### config.mk
export PLATFORM = sky130hd
export DESIGN_NAME = button_step_gen
export DESIGN_NICKNAME = d
export VERILOG_FILES = /design/src/rtl/button_step_gen.sv
export SDC_FILE = /design/constraint.sdc
export NUM_CORES = 1
export LEC_CHECK = 0
export CAP_MARGIN = 20
export CORE_ASPECT_RATIO = 0.7
export CORE_MARGIN = 4
export CORE_UTILIZATION = 44
export DETAILED_ROUTE_END_ITERATION = 7
export GPL_ROUTABILITY_DRIVEN = 0
export PLACE_DENSITY_LB_ADDON = 0.3
export SLEW_MARGIN = 0
export SYNTH_ARGS = -nofsm -noshare
export SYNTH_HDL_FRONTEND = slang
export SYNTH_SLANG_ARGS = --single-unit
### constraint.sdc
create_clock -name i_clk -period 2.3 [get_ports i_clk]
set_clock_uncertainty 0.2 [all_clocks]
set_input_delay 0.23 -clock i_clk [delete_from_list [all_inputs] [get_ports i_clk]]
set_output_delay 0.23 -clock i_clk [all_outputs]
set_load 0.05 [all_outputs]
### src/rtl/button_step_gen.sv
`default_nettype none
// ============================================================================
//  Module      : button_step_gen
//  Description : Turns two raw, bouncing push-buttons ("up" / "down") into
//                single-cycle step pulses for a downstream up/down decimal
//                counter. Each button is synchronized, debounced, and fed to
//                a small hold/lock state machine that emits a press pulse
//                followed by auto-repeat pulses while the button is held.
//                Pressing both buttons locks the outputs until both are
//                released.
//  Ports       : i_clk      - single clock, rising edge
//                i_rst      - synchronous active-high reset
//                i_btn_up   - raw asynchronous "increment" button, active-high
//                i_btn_down - raw asynchronous "decrement" button, active-high
//                o_plus     - one-cycle increment pulse (registered)
//                o_minus    - one-cycle decrement pulse (registered)
//                o_busy     - high while the state machine is not IDLE
//  Revision    : 1.0 - initial release
// ============================================================================
module button_step_gen #(
    parameter int DEBOUNCE_CYCLES = 500000,
    parameter int REPEAT_DELAY    = 25000000,
    parameter int REPEAT_PERIOD   = 5000000
) (
    input  logic i_clk,
    input  logic i_rst,
    input  logic i_btn_up,
    input  logic i_btn_down,
    output logic o_plus,
    output logic o_minus,
    output logic o_busy
);

    // ------------------------------------------------------------------------
    // Constants
    // ------------------------------------------------------------------------
    localparam int CW     = $clog2(DEBOUNCE_CYCLES + 1);
    localparam int C_TMAX = (REPEAT_DELAY > REPEAT_PERIOD) ? REPEAT_DELAY : REPEAT_PERIOD;
    localparam int TW     = $clog2(C_TMAX + 1);

    // The debounced level flips on the edge where the counter would reach
    // DEBOUNCE_CYCLES, i.e. when it already holds DEBOUNCE_CYCLES-1.
    localparam logic [CW-1:0] c_db_last   = CW'(DEBOUNCE_CYCLES - 1);
    // Repeat timer counts from 0 after a pulse; a pulse fires on the edge
    // where it holds (interval - 1), giving exactly "interval" clocks between
    // pulse edges.
    localparam logic [TW-1:0] c_rep_first = TW'(REPEAT_DELAY - 1);
    localparam logic [TW-1:0] c_rep_next  = TW'(REPEAT_PERIOD - 1);

    // ------------------------------------------------------------------------
    // Per-button synchronizer + debouncer (index 0 = up, 1 = down)
    // ------------------------------------------------------------------------
    logic [1:0] w_raw;
    logic [1:0] w_deb;

    assign w_raw = {i_btn_down, i_btn_up};

    genvar gi;
    generate
        for (gi = 0; gi < 2; gi++) begin : g_btn
            logic          r_sync1;
            logic          r_sync2;
            logic          r_deb;
            logic [CW-1:0] r_cnt;

            always_ff @(posedge i_clk) begin
                if (i_rst) begin
                    r_sync1 <= 1'b0;
                    r_sync2 <= 1'b0;
                    r_deb   <= 1'b0;
                    r_cnt   <= '0;
                end else begin
                    r_sync1 <= w_raw[gi];
                    r_sync2 <= r_sync1;
                    if (r_sync2 == r_deb) begin
                        r_cnt <= '0;
                    end else if (r_cnt == c_db_last) begin
                        r_deb <= ~r_deb;
                        r_cnt <= '0;
                    end else begin
                        r_cnt <= r_cnt + 1'b1;
                    end
                end
            end

            assign w_deb[gi] = r_deb;
        end
    endgenerate

    logic w_u;
    logic w_d;

    assign w_u = w_deb[0];
    assign w_d = w_deb[1];

    // ------------------------------------------------------------------------
    // Hold / lock state machine
    // ------------------------------------------------------------------------
    typedef enum logic [1:0] {
        ST_IDLE      = 2'd0,
        ST_UP_HOLD   = 2'd1,
        ST_DOWN_HOLD = 2'd2,
        ST_LOCK      = 2'd3
    } state_t;

    state_t        r_state;
    state_t        w_next_state;
    logic [TW-1:0] r_timer;
    logic [TW-1:0] w_timer_next;
    logic          r_rep;        // first repeat already issued in this hold
    logic          w_rep_next;
    logic [TW-1:0] w_limit;
    logic          w_plus;
    logic          w_minus;
    logic          r_plus;
    logic          r_minus;
    logic          r_busy;

    assign w_limit = r_rep ? c_rep_next : c_rep_first;

    always_comb begin
        w_next_state = r_state;
        w_timer_next = '0;
        w_rep_next   = 1'b0;
        w_plus       = 1'b0;
        w_minus      = 1'b0;

        case (r_state)
            ST_IDLE: begin
                if (w_u && w_d) begin
                    w_next_state = ST_LOCK;
                end else if (w_u) begin
                    w_next_state = ST_UP_HOLD;
                    w_plus       = 1'b1;
                end else if (w_d) begin
                    w_next_state = ST_DOWN_HOLD;
                    w_minus      = 1'b1;
                end
            end

            ST_UP_HOLD: begin
                if (w_d) begin
                    w_next_state = ST_LOCK;
                end else if (!w_u) begin
                    w_next_state = ST_IDLE;
                end else begin
                    // Staying in the hold: run the repeat timer. A pulse is
                    // deferred by one cycle if the output is still high, so
                    // pulses can never merge even for tiny repeat intervals.
                    w_rep_next   = r_rep;
                    w_timer_next = r_timer;
                    if (r_timer == w_limit) begin
                        if (!r_plus) begin
                            w_plus       = 1'b1;
                            w_timer_next = '0;
                            w_rep_next   = 1'b1;
                        end
                    end else begin
                        w_timer_next = r_timer + 1'b1;
                    end
                end
            end

            ST_DOWN_HOLD: begin
                if (w_u) begin
                    w_next_state = ST_LOCK;
                end else if (!w_d) begin
                    w_next_state = ST_IDLE;
                end else begin
                    w_rep_next   = r_rep;
                    w_timer_next = r_timer;
                    if (r_timer == w_limit) begin
                        if (!r_minus) begin
                            w_minus      = 1'b1;
                            w_timer_next = '0;
                            w_rep_next   = 1'b1;
                        end
                    end else begin
                        w_timer_next = r_timer + 1'b1;
                    end
                end
            end

            ST_LOCK: begin
                if (!w_u && !w_d) begin
                    w_next_state = ST_IDLE;
                end
            end

            default: begin
                w_next_state = ST_IDLE;
            end
        endcase
    end

    always_ff @(posedge i_clk) begin
        if (i_rst) begin
            r_state <= ST_IDLE;
            r_timer <= '0;
            r_rep   <= 1'b0;
            r_plus  <= 1'b0;
            r_minus <= 1'b0;
            r_busy  <= 1'b0;
        end else begin
            r_state <= w_next_state;
            r_timer <= w_timer_next;
            r_rep   <= w_rep_next;
            r_plus  <= w_plus;
            r_minus <= w_minus;
            // Registered alongside the state so it always equals (state != IDLE).
            r_busy  <= (w_next_state != ST_IDLE);
        end
    end

    assign o_plus  = r_plus;
    assign o_minus = r_minus;
    assign o_busy  = r_busy;

endmodule
`default_nettype wire

-- Yosys cells after proc, flatten, opt, wreduce, memory -nomap -nowiden
Index checks and enable logic that the tools add are counted.
- output and inout bits: 3
- register bits after elaboration: 75
- input port bits: 4
- reduce and logical (&&, ||, !) cells: 12
- multiplexer cells: 43
- bitwise gates (word level): 4
- eq/ne operators: 14
- $add $sub $neg: 3
- operator list (operator ; number):
    two-way mux 25 bit ; 9
    one-hot mux 25 bit (2 select lines) ; 1
    adder 19 x 1 -> 19 bit, second input constant ; 2
    == test 19 bit, second input constant ; 2
    adder 25 x 1 -> 25 bit, second input constant ; 1
    == test 25 bit ; 1
    two-way mux 1 bit ; 21
    two-way mux 2 bit ; 8
    inequality test 4 bit, second input constant ; 4
    inequality test 5 bit, second input constant ; 2
    one-hot mux 2 bit (4 select lines) ; 1
    one-hot mux 1 bit (2 select lines) ; 3
    AND reduction 2 bit ; 3
    OR reduction 3 bit ; 2
    == test 2 bit, second input constant ; 2
    inverter 1 bit ; 4
    AND reduction 4 bit ; 1
    == test 1 bit ; 2
    == test 2 x 1 -> 1 bit, second input constant ; 1
    logical AND 1 bit ; 2
    logical NOT 1 bit ; 2
    logical NOT 2 bit ; 1
    nonzero test 2 bit ; 1

-- Longest topological paths before layout
- word-level depth: 6
- gate-level depth with buffers: 8

-- Worst setup path before layout
OpenSTA, ideal clock, no wires.
- path kind: register -> register
- start point: register r_state[1]
- end point: register r_timer[10]
- library setup time: 117 ps
- stages on the path, launching flop included: 9
- arrival: 1768 ps
- path slack: 215 ps
- data required time: 1983 ps
- path through: dfxtp_1 > inv_1 > ha_1 > and4b_1 > a31oi_2 > nor2_2 > mux2i_1 > buf_2 > nor2_1
- longest elaborated chain between the ends: 3
- RTL lines (what ; line ; text):
    start: declaration ; 106 ; state_t r_state;
    start signal: assignment ; 205 ; r_state <= w_next_state;
    == test 2 x 1 -> 1 bit / == test 2 bit (equally long branches) ; 128 ; case (r_state)
    inequality test 5 bit (no line) ; -- ;
    AND reduction 2 bit (no line) ; -- ;
    end signal: assignment ; 206 ; r_timer <= w_timer_next;
    end: declaration ; 108 ; logic [TW-1:0] r_timer;
Parallel ways exist; a longest one is shown, timed or not.
A chain may end at the register's enable or synchronous reset.

-- Worst setup path after layout
- start point: register r_state[0]
- end point: register r_rep
- longest elaborated chain between the ends: 3
- RTL lines (what ; line ; text):
    == test 2 x 1 -> 1 bit / == test 2 bit (equally long branches) ; 128 ;
    inequality test 4 bit (no line) ; -- ;
    AND reduction 4 bit (no line) ; -- ;
    end signal: assignment ; 207 ; r_rep <= w_rep_next;
    end: declaration ; 110 ; logic r_rep;
Parallel ways exist; a longest one is shown, timed or not.

==> results.yml <==
power:
  ir_worst_vdd_mv: 0.596
  cellLeakagePower_nw: 1.40
  internal-power_w: 0.00231
  pwr_density_cell_nw_per_um2: 670
  p_seq_share_pct: 46.4
  pwr-share-comb_pct: 1.0
  p_clk_share_pct: 52.7
  swShare_pct: 17.9
  power_switching_w: 0.000504
critical_path:
  worstSetupEndpoint: "r_rep"
  r2r-start: "r_state[0]"
  critical_path.cell_chain: "inv_1 -> ha_1 -> and4b_1 -> a31oi_4 -> buf_4 -> or4_1 -> o311ai_1"
  crit_path_end_kind: "register"
  critPathSlowestCell: "or4_1"
  critPathRequiredTime_ps: 2340
  crit_arrival_ps: 2250
  crit_path_max_fanout: 4
  critical_path.max_stage_delay_ps: 500
  r2r-end: "r_rep"
  setup.worst_path.start: "r_state[0]"
  r2r_setup_slack_ps: 90
  crit_type: "register to register"
  reg2regPathDepth: 7
  startpoint_type: "register"
synthesis:
  synth_compound_area_share_pct: 6.65
  synthTopCellsByCount: "dfxtp_1, nor2_1, nand2_1"
  synthesis.area_um2: 3630
  ys_types: 50
  seq_area_frac_synth_pct: 41.4
  synthAdderAreaFrac_pct: 2.41
  yosys.area.top_type: "dfxtp_1"
  async_flop_share_pct: 0
  synth-simple-area-share_pct: 32.0
  synth_top_area_share_pct: 41.4
  synth.avg_cell_area_um2: 8.65
  synth.ff_latch_count: 75
  synth_warnings: 0
  yosysMostFrequentCell: "dfxtp_1"
  synth_mux_area_share_pct: 1.38
  synthFlopType: "dfxtp_1"
  synth_top_family_by_area: "simple AND/OR/NAND/NOR gates"
  synth_xor_area_share_pct: 12.5
  synth_edf_count: 0
  syn-num-nets: 431
  ys_top_cells_by_area: "dfxtp_1, nor2_1, xnor2_1"
  syn_inst: 420
drt:
  antenna_left: 0
  route.detailed.drc: 0
  firstDrtPassIters: 4
  vias_per_cell: 5.31
  vias: 2882
  drt_wl_total_mm: 7.11
  wl_per_cell_um: 13.1
  drt_iter0_drc: 223
timing:
  setup_tns_ps: 0
  drv_slew: 0
  final.period_utilization_pct: 96.1
  tightest_slew_ps: 562
  finalHoldViolCount: 0
  fin_crit_ps: 2210
  hold_ws_ps: 230
  fmax_ghz: 0.453
  setup_viol: 0
  fin_ws_ps: 90.7
  relSlewSlack_pct: 62.3
final_layout:
  utilization_pct: 53.0
  antenna_cells: 0
  layout-drive-gt1-share_pct: 10.4
  syn2layout_area_growth_pct: 15.9
  n_fill_cell: 717
  num-nets-final: 450
floorplanning:
  initial_core_util_pct: 45.7
  pin_count: 7
  core_area_um2: 7940
  die_w_um: 117
  die-area_um2: 9790
  num_rows: 27
  die_h_um: 84.0
global_route:
  grt_pass1_wl_mm: 12.6
  grt_max_degree: 20
  grt_remaining_overflow: 0
  grt_pass1_vias: 2763
  track_usage_pct: 16.0
  antenna_found_initial: 0
flow_run:
  max_cap_viol_count: 0
clock_network:
  postCtsSetupRepairBufs: 0
  cts_made_buffers: 9
  cts_buffer_depth: 2
  cts_root_buf: "clkbuf_16"
  htree_levels: 3
  clk-insertion-delay-late_ps: 330
  cts_tree: "done"
  clk_pin_slew_ps: 60
  cts_sinks: 75
run_status:
  status: "complete, no violations"
worst_hold_path:
  hold_class: "register to register"
placement:
  post-place-ws_ps: 81.1
  dp_hpwl_mm: 5.16
  port_buffers: 6
## cell families (layout without fill, tap and decap cells)
logic type                 after synthesis  after routing
buffers and inverters                   30             52
adders and majority gates                7              7
and+or+nand+nor                        215            215
xor gates and xnor gates                52             52
DFF                                     75             75
muxes                                    5              5
AOI/OAI and AO/OA                       36             36
## state kept, by name, summed over array words and instances (netlist names), 2 cells and up
name,cells
g_btn.r_deb,2
g_btn.r_sync1,2
r_timer,25
g_btn.r_sync2,2
r_state,2
g_btn.r_cnt,38
## metal layers
metal  vias up  GRT usage [%]  share of wire (%)
met3         6           6.59                5.6
met2        51           23.8                 42
met4         0           3.54               0.80
met5         -              0                  0
li1       1499              -                  -
met1      1326           21.8                 51
## cell usage in the layout (no fill, tap or decap), drive strengths merged, types with 2 or more instances in the layout
cell / Yosys / layout
buf: 7 / 14
and4bb: 2 / 2
o211ai: 3 / 3
nor3b: 2 / 2
clkbuf: 5 / 12
nand3: 25 / 25
nand2b: 2 / 2
nor2b: 4 / 4
nand3b: 2 / 2
mux2i: 5 / 5
nor2: 75 / 75
nor4: 11 / 11
dfxtp: 75 / 75
ha: 7 / 7
o21ai: 15 / 15
clkdlybuf4s50: 0 / 6
and4b: 3 / 3
a21o: 2 / 2
nor3: 5 / 5
and3: 6 / 6
a31oi: 5 / 5
o211a: 2 / 2
xnor2: 27 / 27
nand2: 31 / 31
bufinv: 0 / 2
a21oi: 3 / 3
xor2: 25 / 25
or3: 4 / 4
nand4: 20 / 20
or4: 2 / 2
and4: 6 / 6
or2: 5 / 5
inv: 18 / 18
nor4b: 6 / 6
## layout make-up
cell class	count	area [µm²]	share of cell area [%]
multi-input cells	315	2020	47.9
flip-flops and latches	75	1500	35.7
clock buffers	12	256	6.10
repair buffers	20	178	4.22
well taps	101	126	3.00
inverters	18	67.6	1.61
clock inverters	2	60.1	1.43
## worst min path at each step
stage | startpoint | end | depth (start not counted) | slack (ps)
final | g_btn[0].r_sync1 | g_btn[0].r_sync2 | 1 | 230
after global routing | g_btn[1].r_sync1 | g_btn[1].r_sync2 | 1 | 260
after CTS | g_btn[0].r_sync1 | g_btn[0].r_sync2 | 1 | 230
after detailed placement | g_btn[0].r_sync1 | g_btn[0].r_sync2 | 1 | 220
after global placement | g_btn[0].r_sync1 | g_btn[0].r_sync2 | 1 | 220
after floorplan | i_btn_up | g_btn[0].r_sync1 | 1 | 160
## worst max-delay path, delay by kind of cell (launching register included)
family,cells,cell delay [ps]
buf+inv,2,280
compound gates,2,160
flops,1,380
simple gates,2,760
fa+ha+maj,1,340
## power by group through the flow
| stage | clock (W) | combinational [W] | sequential [W] |
|---|---|---|---|
| global route | 0.00160 | 0.0000299 | 0.00131 |
| finish | 0.00148 | 0.0000272 | 0.00131 |
| detailed placement | 0 | 0.0000276 | 0.00133 |
| global placement | 0 | 0.0000272 | 0.00133 |
| CTS | 0.00153 | 0.0000278 | 0.00131 |
| floorplan | 0 | 0.0000158 | 0.00133 |
## repair_timing
item	4_1_cts	5_1_grt
setup endpoints to repair	0	16
gates resized for setup	0	5
hold buffers	0	0
## per-stage QoR
stage / instances / instance area (µm²) / power, W
6_report: 543 / 4210 / 0.00282
5_1_grt: 543 / 4210 / 0.00293
4_1_cts: 543 / 4190 / 0.00286
3_5_place_dp: 529 / 3870 / 0.00136
3_3_place_gp: 529 / 3870 / 0.00136
2_1_floorplan: 420 / 3630 / 0.00135
No activity file was read; power rests on OpenSTA's default activity.
